===== config.mk =====
export PLATFORM = sky130hd
export DESIGN_NAME = hazard_unit_mc
export DESIGN_NICKNAME = d
export VERILOG_FILES = /design/src/rtl/hazard_unit_mc.sv
export SDC_FILE = /design/constraint.sdc
export NUM_CORES = 1
export LEC_CHECK = 0
export ABC_CLOCK_PERIOD_IN_PS = 3200
export CAP_MARGIN = 20
export CORE_MARGIN = 2
export CORE_UTILIZATION = 41
export DETAILED_ROUTE_END_ITERATION = 10
export GPL_TIMING_DRIVEN = 0
export PLACE_DENSITY_LB_ADDON = 0.08
export SYNTH_ARGS = -nofsm -noshare
export SYNTH_HDL_FRONTEND = slang
export SYNTH_SLANG_ARGS = --single-unit

===== constraint.sdc =====
create_clock -name clk -period 3.2 [get_ports clk]
set_input_delay 0.64 -clock clk [delete_from_list [all_inputs] [get_ports clk]]
set_output_delay 0.64 -clock clk [all_outputs]
set_load 0.02 [all_outputs]

===== src/rtl/hazard_unit_mc.sv =====
// MIPS 5-stage hazard controller: load-use stall FSM, MDU busy tracking, IF/ID flush, EX forwarding.
// Stall/flush/forward outputs are combinational from current ID/EX/MEM/WB state; all forced low during rst.
module hazard_unit_mc #(
  parameter int REG_ADDR_W        = 5,
  parameter int LOAD_STALL_CYCLES = 1,
  parameter int MDU_LATENCY       = 32
) (
  input  logic                  clk,
  input  logic                  rst,
  input  logic                  Branch,
  input  logic                  Jump,
  input  logic [REG_ADDR_W-1:0] rsAddr_id,
  input  logic [REG_ADDR_W-1:0] rtAddr_id,
  input  logic [REG_ADDR_W-1:0] rsAddr_ex,
  input  logic [REG_ADDR_W-1:0] rtAddr_ex,
  input  logic                  MEM_MemRead_ex,
  input  logic [REG_ADDR_W-1:0] RegWriteAddr_ex,
  input  logic                  RegWrite_mem,
  input  logic [REG_ADDR_W-1:0] RegWriteAddr_mem,
  input  logic                  RegWrite_wb,
  input  logic [REG_ADDR_W-1:0] RegWriteAddr_wb,
  input  logic                  mdu_start_ex,
  input  logic                  mdu_use_id,
  output logic                  stall,
  output logic                  flush,
  output logic                  bubble_ex,
  output logic [1:0]            fwdA_sel,
  output logic [1:0]            fwdB_sel,
  output logic                  mdu_busy
);

  typedef enum logic {IDLE, LSTALL} state_t;

  localparam logic [2:0] LSC_M1  = 3'(LOAD_STALL_CYCLES - 1);
  localparam logic [5:0] MDU_LAT = 6'(MDU_LATENCY);

  state_t     state_q, state_d;
  logic [2:0] lcnt_q, lcnt_d;
  logic [5:0] mcnt_q, mcnt_d;
  logic       lu_hit;
  logic       load_stall;

  assign lu_hit = MEM_MemRead_ex && (RegWriteAddr_ex != '0) &&
                  ((RegWriteAddr_ex == rsAddr_id) || (RegWriteAddr_ex == rtAddr_id));

  // In LSTALL the first stall cycle has already been spent in IDLE.
  assign load_stall = (state_q == LSTALL) || ((state_q == IDLE) && lu_hit);

  function automatic logic [1:0] fwd_sel(input logic [REG_ADDR_W-1:0] src);
    if (RegWrite_mem && (RegWriteAddr_mem != '0) && (RegWriteAddr_mem == src))
      return 2'b10;
    else if (RegWrite_wb && (RegWriteAddr_wb != '0) && (RegWriteAddr_wb == src))
      return 2'b01;
    else
      return 2'b00;
  endfunction

  always_ff @(posedge clk) begin
    if (rst) begin
      state_q <= IDLE;
      lcnt_q  <= '0;
      mcnt_q  <= '0;
    end else begin
      state_q <= state_d;
      lcnt_q  <= lcnt_d;
      mcnt_q  <= mcnt_d;
    end
  end

  always_comb begin
    state_d = state_q;
    lcnt_d  = lcnt_q;
    case (state_q)
      IDLE: begin
        if (lu_hit && (LOAD_STALL_CYCLES > 1)) begin
          state_d = LSTALL;
          lcnt_d  = LSC_M1;
        end
      end
      LSTALL: begin
        lcnt_d = lcnt_q - 3'd1;
        if (lcnt_q == 3'd1) state_d = IDLE;
      end
      default: begin
        state_d = IDLE;
        lcnt_d  = '0;
      end
    endcase

    // A start always reloads, including a restart while still busy.
    if (mdu_start_ex)
      mcnt_d = MDU_LAT;
    else if (mcnt_q != '0)
      mcnt_d = mcnt_q - 6'd1;
    else
      mcnt_d = mcnt_q;
  end

  always_comb begin
    stall     = 1'b0;
    flush     = 1'b0;
    bubble_ex = 1'b0;
    fwdA_sel  = 2'b00;
    fwdB_sel  = 2'b00;
    mdu_busy  = 1'b0;
    if (!rst) begin
      mdu_busy  = (mcnt_q != '0);
      stall     = load_stall || (mdu_use_id && mdu_busy);
      bubble_ex = stall;
      flush     = (Branch || Jump) && !stall;
      fwdA_sel  = fwd_sel(rsAddr_ex);
      fwdB_sel  = fwd_sel(rtAddr_ex);
    end
  end

endmodule


# Yosys cells after proc, flatten, opt, wreduce, memory -nomap -nowiden
# Index checks and enable logic that the tools add are counted.
# word_totals
register_bits	10
inputBits	44
out_inout_bits	8
wordCells	49
# classes
n_addsub	2
eq_ne	7
n_mux	12
bitwise	1
n_reduce_logical	23
# ops
operator	n
equality test 5 bit	6
nonzero test 5 bit	3
two-way mux 6 bit	2
logical AND 1 bit	11
two-way mux 2 bit	4
two-way mux 1 bit	6
nonzero test 6 bit	1
subtractor 6 x 1 -> 6 bit (second input constant)	1
logical OR 1 bit	4
OR reduction 2 bit	2
equality test 3 x 1 -> 1 bit (second input constant)	1
subtractor 3 x 1 -> 3 bit (second input constant)	1
nonzero test 2 bit	1
logical NOT 1 bit	1
inverter 1 bit	1

# Depth between registers and ports, before layout
# Gate-level depths: netlist of the first run.
# depth
depth_word	9
depth_mapped	7
ltp_nobuf	6

# Worst setup path after synthesis of the first run
# No wires, ideal clock.
# synth_timing
path_kind	in2out
from	input port RegWriteAddr_mem[1]
to	output port fwdA_sel[0]
t_arrival_ps	2146
t_required_ps	2560
setup_slack_ps	414
cell_stages	4
path_buffers	0
cell_sequence	or4_1 -> o21ai_2 -> nor3_1 -> nor4_1
# synth_between
elab_chain_len	5
elab_cells_between_ends	6
cone_classes	eq/ne: 1; mux: 2; reduce/logical: 3
# synth_rtl
element	line	source
start, declared	19	input logic [REG_ADDR_W-1:0] RegWriteAddr_mem,
nonzero test 5 bit	50	if (RegWrite_mem && (RegWriteAddr_mem != '0) && (RegWriteAddr_mem == src))
logical AND 1 bit	50	
logical AND 1 bit (*)	50	
two-way mux 2 bit (*)	50	
two-way mux 2 bit (*)	106	if (!rst) begin
end, declared	27	output logic [1:0] fwdA_sel,
# Mark *: on every way between the ends. The rest lies on a longest branch, timed or not.

# Final worst setup path of the first run
# layout_timing
from	input port RegWriteAddr_ex[2]
to	output port stall
# layout_between
elab_chain_len	7
elab_cells_between_ends	10
cone_classes	eq/ne: 2; mux: 1; reduce/logical: 7
# layout_rtl
element	line	source
start, declared	17	input logic [REG_ADDR_W-1:0] RegWriteAddr_ex,
equality test 5 bit / nonzero test 5 bit (equally long branches)	44, 43	
logical OR 1 bit / logical AND 1 bit (equally long branches)	44, 43	
logical AND 1 bit (*)	43	assign lu_hit = MEM_MemRead_ex && (RegWriteAddr_ex != '0) &&
logical AND 1 bit (*)	47	assign load_stall = (state_q == LSTALL) || ((state_q == IDLE) && lu_hit);
logical OR 1 bit (*)	47	
logical OR 1 bit (*)	108	stall = load_stall || (mdu_use_id && mdu_busy);
two-way mux 1 bit (*)	106	
end, declared	24	output logic stall,
# Marked as above.

==> flow_metrics.py, run 1 <==
metrics = {
    "die": {
        "pin_count": 52,
        "start_util_pct": 42.78,
        "die-height_um": 51.81,
        "design.core.area_um2": 2191,
        "die_w_um": 51.81,
        "die-area_um2": 2684,
        "rows": 17,
    },
    "place": {
        "pre_cts_ws_ns": -0.3701,
        "routabilityCongestion": 0.7531,
        "place_hpwl_um": 2086,
        "portBuffers": 51,
    },
    "layout": {
        "nets": 219,
        "nFillCells": 184,
        "num_antenna_cells": 0,
        "seq_area_um2": 200.2,
        "multi_input_area_um2": 684.4,
        "fin_util_pct": 68.76,
        "drive_gt1_share_pct": 8.824,
        "areaGrowthSynthToFinish_pct": 60.75,
    },
    "routing": {
        "routedWlPerCell_um": 11.97,
        "postRouteAntennaNets": 0,
        "first_pass_iters": 4,
        "via_count": 977,
        "drtIter0Drc": 6,
        "route.met3.wl_um": 140,
        "wl_met2_um": 1218,
        "via_per_inst": 4.934,
        "m1WireLength_um": 1012,
        "drc": 0,
        "finalWirelength_um": 2370,
        "top_layer": "met3",
    },
    "timing": {
        "worstMarginPinSlew_ns": 0.4494,
        "setup_ws_ns": 0.05965,
        "drv_slew": 0,
        "fin_crit_ns": 3.140,
        "holdWs_ns": 0.4538,
        "fin_crit_sh_pct": 98.14,
        "fmax_ghz": 0.3184,
        "clock_skew_ns": 0.009289,
        "hold_violations": 0,
        "setup_tns_ns": 0,
        "relSlewSlack_pct": 70.04,
        "finalSetupViolCount": 0,
        "rsz0062_at_grt": "false",
    },
    "logic_synthesis": {
        "synthAdderAreaFrac_pct": 5.340,
        "synth_cell_type_count": 28,
        "ys_async_sr_fraction_pct": 0,
        "synth_compound_area_share_pct": 12.15,
        "syn_area_per_cell_um2": 8.149,
        "synth_top_family_by_area": "XOR/XNOR gates",
        "synth_common_cells": "26 x xnor2_1, 10 x dfxtp_1, 10 x xor2_1",
        "syn_nets": 163,
        "synth_top_area_cell": "xnor2_1",
        "yosysWarnings": 0,
        "synth_edf_count": 0,
        "synth_seq_cells": 10,
        "synth_cells": 115,
        "syn_area_um2": 937.1,
        "yosysTopAreaCellShare_pct": 24.30,
        "yosysMostFrequentCell": "xnor2_1",
        "synth_seq_area_share_pct": 21.36,
        "synth-xor-area-share_pct": 33.64,
        "ys.flop_type": "dfxtp_1",
        "synth_mux_area_share_pct": 0,
        "synth-simple-area-share_pct": 21.90,
        "synth.area.top_cells": "xnor2_1 24%, dfxtp_1 21%, xor2_1 9.3%",
    },
    "clock_network": {
        "cts_num_sinks": 10,
        "clk_pin_slew_ns": 0.07,
        "cts_tree": "done",
        "root_buffer": "clkbuf_4",
        "cts_hold_buf": 0,
        "clock_latency_ns": 0.27,
        "clockBufferDepth": 2,
        "numCtsBuffers": 3,
        "h-tree-depth": 1,
    },
    "worst_hold_path": {
        "min-delay-start": "lcnt_q[2]$_SDFFE_PP0P_",
        "hold_class": "flop to flop",
        "holdPathStages": 2,
        "hold-path-endpoint": "state_q$_SDFF_PP0_",
    },
    "critical_path": {
        "required_ns": 2.56,
        "critical_path_class": "primary input to primary output",
        "ff2ff_setup_slack_ns": 1.63,
        "end_kind": "primary output",
        "cp_max_fo": 3,
        "reg2reg_from": "mcnt_q[2]$_SDFFE_PP0N_",
        "reg2reg_depth": 4,
        "cp-start-kind": "primary input",
        "r2r_end": "mcnt_q[1]$_SDFFE_PP0N_",
        "arrival_ns": 2.50,
    },
    "global_route": {
        "grt_pass1_wl_um": 3726,
        "grtUsageTotal_pct": 18.66,
        "first_global_vias": 883,
        "antenna_found_initial": 0,
        "grt_max_degree": 11,
        "grt_remaining_overflow": 0,
    },
    "power": {
        "power_leakage_uw": 0.0005837,
        "p_per_area_nw_per_um2": 388.6,
        "ir_drop_mv": 0.4162,
    },
    "outcome": {
        "status": "finished clean",
    },
    "run": {
        "maxCapViolations": 0,
    },
}
through the flow:
step / area, µm² / std cells / power, µW
after global placement: 1483 / 194 / 470.8
after global routing: 1506 / 198 / 629.4
final: 1506 / 198 / 585.3
after detailed placement: 1483 / 194 / 478.8
after floorplan: 937.1 / 115 / 362.7
after CTS: 1510 / 198 / 592.4
cells in the final DEF, fill, tap and decap left out, drive strengths merged:
cell type | synthesis | layout
a2111oi | 2 | 2
a211oi | 2 | 2
a21oi | 2 | 2
a31o | 1 | 1
and2 | 1 | 1
buf | 3 | 5
clkbuf | 0 | 5
clkdlybuf4s15 | 0 | 1
clkdlybuf4s50 | 0 | 43
dfxtp | 10 | 10
dlygate4sd2 | 0 | 2
dlymetal6s2s | 0 | 2
ha | 4 | 4
inv | 8 | 8
nand2 | 7 | 7
nand2b | 1 | 1
nand3 | 6 | 6
nor2 | 9 | 9
nor3 | 6 | 6
nor4 | 4 | 4
o211ai | 1 | 1
o21a | 1 | 1
o21ai | 3 | 3
o22ai | 1 | 1
o31a | 1 | 1
or2 | 1 | 1
or3 | 1 | 1
or4 | 4 | 4
xnor2 | 26 | 26
xor2 | 10 | 10
registers in the layout, summed over array words and instances, names as in the netlist:
register and cells:
mcnt_q 6, lcnt_q 3, state_q 1
per-layer routing:
metal | up-vias | global-route usage [%]
met5 | - | 0
met4 | 0 | 2.632
met3 | 0 | 6.322
met2 | 35 | 33.33
met1 | 436 | 21.95
li1 | 506 | -
cell families (layout without fill, tap and decap cells):
logic type	count (synthesis)	count (layout)
and+or+nand+nor	40	40
buffers and inverters	11	66
DFF	10	10
xor gates and xnor gates	36	36
adders and majority gates	4	4
AOI/OAI and AO/OA	14	14
how the worst max path moves through the flow:
stage,start,to
floorplan,RegWriteAddr_mem[1],fwdA_sel[0]
global placement,RegWriteAddr_mem[1],fwdA_sel[0]
detailed placement,RegWriteAddr_ex[1],flush
CTS,RegWriteAddr_ex[2],stall
global route,RegWriteAddr_ex[2],stall
finish,RegWriteAddr_ex[2],stall
critical path: stages:
cell and delay [ns]:
clkdlybuf4s50_1 0.46, or4_1 0.53, o21a_1 0.21, a31o_2 0.26
buf_4 0.12, clkdlybuf4s15_1 0.27
report_power, final:
part / internal, µW / switching [µW]
Clock: 69.1 / 45.3
Combinational: 175 / 135
Sequential: 143 / 17.9
Total: 387 / 199
repair_timing:
item | 4_1_cts | 5_1_grt
gates resized for setup | 13 | 7
setup buffers | 0 | 0
setup endpoints to repair | 5 | 5
area by class of cell:
| class | instances | area share, % |
|---|---|---|
| multi-input combinational | 94 | 45.43 |
| buffer | 3 | 1.495 |
| clock buffer | 4 | 2.409 |
| inverter | 8 | 1.993 |
| tap | 28 | 2.326 |
| timing repair buffer | 51 | 33.06 |
| sequential | 10 | 13.29 |
(Power assumes the default switching activity.)
==> run 2: changes to the inputs <==
--- a/config.mk
+++ b/config.mk
@@ -5,10 +5,10 @@
 export SDC_FILE = /design/constraint.sdc
 export NUM_CORES = 1
 export LEC_CHECK = 0
-export ABC_CLOCK_PERIOD_IN_PS = 3200
 export CAP_MARGIN = 20
 export CORE_MARGIN = 2
 export CORE_UTILIZATION = 41
+export CTS_BUF_LIST = sky130_fd_sc_hd__clkbuf_16
 export DETAILED_ROUTE_END_ITERATION = 10
 export GPL_TIMING_DRIVEN = 0
 export PLACE_DENSITY_LB_ADDON = 0.08
==> run 2 against run 1 <==
Compared with the run above: flip-flop and latch count unchanged; routed wire length increased by 1.9%; global-route usage increased by 0.79 points; cell count unchanged; total power increased by 19%; critical endpoint unchanged; clock skew decreased by 0.0034 ns; register-to-register slack about the same; hold slack improved by 0.0021 ns; largest cell class unchanged; non-clock buffer count unchanged; utilization increased by 1.9 points.
==> flow_metrics.py, run 2 (synthesis gave the netlist of run 1 again) <==
metrics = {
    "outcome": {
        "status": "finished clean",
    },
    "clock_network": {
        "cts_hold_buf": 0,
        "clk_pin_slew_ns": 0.04,
        "cts_num_sinks": 10,
        "numCtsBuffers": 3,
        "root_buffer": "clkbuf_16",
        "post_cts_buffers": 0,
        "h-tree-depth": 1,
        "cts_tree": "done",
        "clock_latency_ns": 0.24,
        "clockBufferDepth": 2,
    },
    "routing": {
        "postRouteAntennaNets": 0,
        "routedWlPerCell_um": 12.19,
        "first_pass_iters": 4,
        "via_per_inst": 4.944,
        "via_count": 979,
        "drc": 0,
        "finalWirelength_um": 2414,
        "drtIter0Drc": 6,
    },
    "timing": {
        "clock_skew_ns": 0.005881,
        "drv_slew": 0,
        "rsz0062_at_grt": "false",
        "worstMarginPinSlew_ns": 0.4467,
        "setup_tns_ns": 0,
        "hold_violations": 0,
        "fin_crit_ns": 3.140,
        "relSlewSlack_pct": 70.22,
        "finalSetupViolCount": 0,
        "fmax_ghz": 0.3184,
        "fin_crit_sh_pct": 98.14,
    },
    "layout": {
        "largestRegisters": "mcnt_q (6), lcnt_q (3), state_q (1)",
        "largest_register_ffs": 6,
        "num_antenna_cells": 0,
        "regMostFlops": "mcnt_q",
        "multi_input_area_um2": 684.4,
        "final_common_cell": "clkdlybuf4s50_1",
        "areaGrowthSynthToFinish_pct": 65.29,
        "stdcell_area_um2": 1549,
        "fin_util_pct": 70.70,
        "seq_area_um2": 200.2,
        "layout_common_cells": "43 x clkdlybuf4s50_1, 26 x xnor2_1, 10 x xor2_1, 10 x dfxtp_1, 9 x nor2_1",
        "drive_gt1_share_pct": 8.235,
        "nets": 219,
        "nFillCells": 185,
    },
    "global_route": {
        "antenna_found_initial": 0,
        "grt_pass1_wl_um": 3767,
        "grt_max_degree": 11,
        "grtUsageTotal_pct": 19.44,
        "grt_remaining_overflow": 0,
        "first_global_vias": 886,
    },
    "power": {
        "power_leakage_uw": 0.0006013,
        "ir_drop_mv": 0.5230,
        "p_per_area_nw_per_um2": 448.7,
    },
    "critical_path": {
        "reg2reg_from": "mcnt_q[2]$_SDFFE_PP0N_",
        "reg2reg_depth": 4,
        "cpPeakStageDelay_ns": 0.53,
        "cp_max_fo": 3,
        "r2r_end": "mcnt_q[1]$_SDFFE_PP0N_",
        "arrival_ns": 2.50,
        "crit_buf_inv": 3,
        "critical_path.top_delay_family": "buffers and inverters",
        "crit_path_top_delay_cell": "or4_1",
        "critical_path_class": "primary input to primary output",
        "required_ns": 2.56,
        "end_kind": "primary output",
        "ff2ff_setup_slack_ns": 1.64,
        "cp-start-kind": "primary input",
        "crit_chain": "clkdlybuf4s50_1 > or4_1 > o21a_1 > a31o_2 > buf_4 > clkdlybuf4s15_1",
    },
    "die": {
        "start_util_pct": 42.78,
        "die_w_um": 51.81,
        "rows": 17,
        "die-area_um2": 2684,
        "design.core.area_um2": 2191,
        "die-height_um": 51.81,
        "pin_count": 52,
    },
    "worst_hold_path": {
        "holdPathStages": 2,
        "hold_class": "flop to flop",
        "hold-path-endpoint": "state_q$_SDFF_PP0_",
        "min-delay-start": "lcnt_q[2]$_SDFFE_PP0P_",
    },
    "place": {
        "routabilityCongestion": 0.7531,
        "dpl_cell_area_um2": 1483,
        "portBuffers": 51,
        "place_hpwl_um": 2086,
    },
    "run": {
        "maxCapViolations": 0,
    },
}
## run 2: cell types whose count changed in the layout (fill, tap and decap cells not counted)
cell and delta:
clkbuf_16 +3, clkbuf_8 -1, clkbuf_4 -3, clkinv_1 +1
## run 2: report_power, final
group | switching (µW) | total, µW | internal, µW
logic | 136 | 311 | 175
clock network | 58.2 | 222 | 164
registers | 18.2 | 162 | 143
## run 2: timing repair
item                                    4_1_cts  5_1_grt
endpoints found under the hold margin         0        0
gates cloned                                  0        0
endpoints found under the setup margin        5        5
gates resized for setup                      13        7
## run 2: worst max path at each step
| stage | start | to | slack, ns | depth (start not counted) |
|---|---|---|---|---|
| 4_1_cts | RegWriteAddr_ex[2] | stall | 0.02 | 6 |
| 2_1_floorplan | RegWriteAddr_mem[1] | fwdA_sel[0] | 0.41 | 4 |
| 3_5_place_dp | RegWriteAddr_ex[1] | flush | -0.37 | 5 |
| 3_3_place_gp | RegWriteAddr_mem[1] | fwdA_sel[0] | -0.33 | 6 |
| 6_report | RegWriteAddr_ex[2] | stall | 0.06 | 6 |
| 5_1_grt | RegWriteAddr_ex[2] | stall | 0.01 | 6 |
## run 2: metrics by stage
stage / total power, µW / setup slack (ns) / hold slack, ns / cells
global placement: 470.8 / -0.3289 / 0.4600 / 194
CTS: 703.3 / 0.01930 / 0.4626 / 198
global route: 740.6 / 0.01000 / 0.4876 / 198
finish: 695.0 / 0.05952 / 0.4559 / 198
floorplan: 362.7 / 0.4137 / 0.4411 / 115
detailed placement: 478.8 / -0.3701 / 0.4648 / 194
## run 2: metal layers
metal	part of all wire (%)	wire [µm]	vias up	GRT usage, %
met5	0	0	-	0
met1	42	1003	436	22.12
met4	1.5	36	0	7.895
met2	51	1223	34	33.33
li1	-	-	504	-
met3	6.2	150	5	6.322
## run 2: area by class of cell
| type | count | area share (%) |
|---|---|---|
| Clock inverter | 1 | 0.2423 |
| Timing Repair Buffer | 51 | 32.15 |
| Inverter | 8 | 1.939 |
| Tap cell | 28 | 2.262 |
| Clock buffer | 3 | 4.847 |
| Multi-Input combinational cell | 94 | 44.18 |
| Buffer | 3 | 1.454 |
| Sequential cell | 10 | 12.92 |
## run 2: worst register-to-register path, delay by kind of cell, from the launching register on
family	cells	cell delay, ns
AND/OR/NAND/NOR	2	0.67
AO/OA/AOI/OAI	1	0.33
buffers and inverters	1	0.13
flip-flops	1	0.33
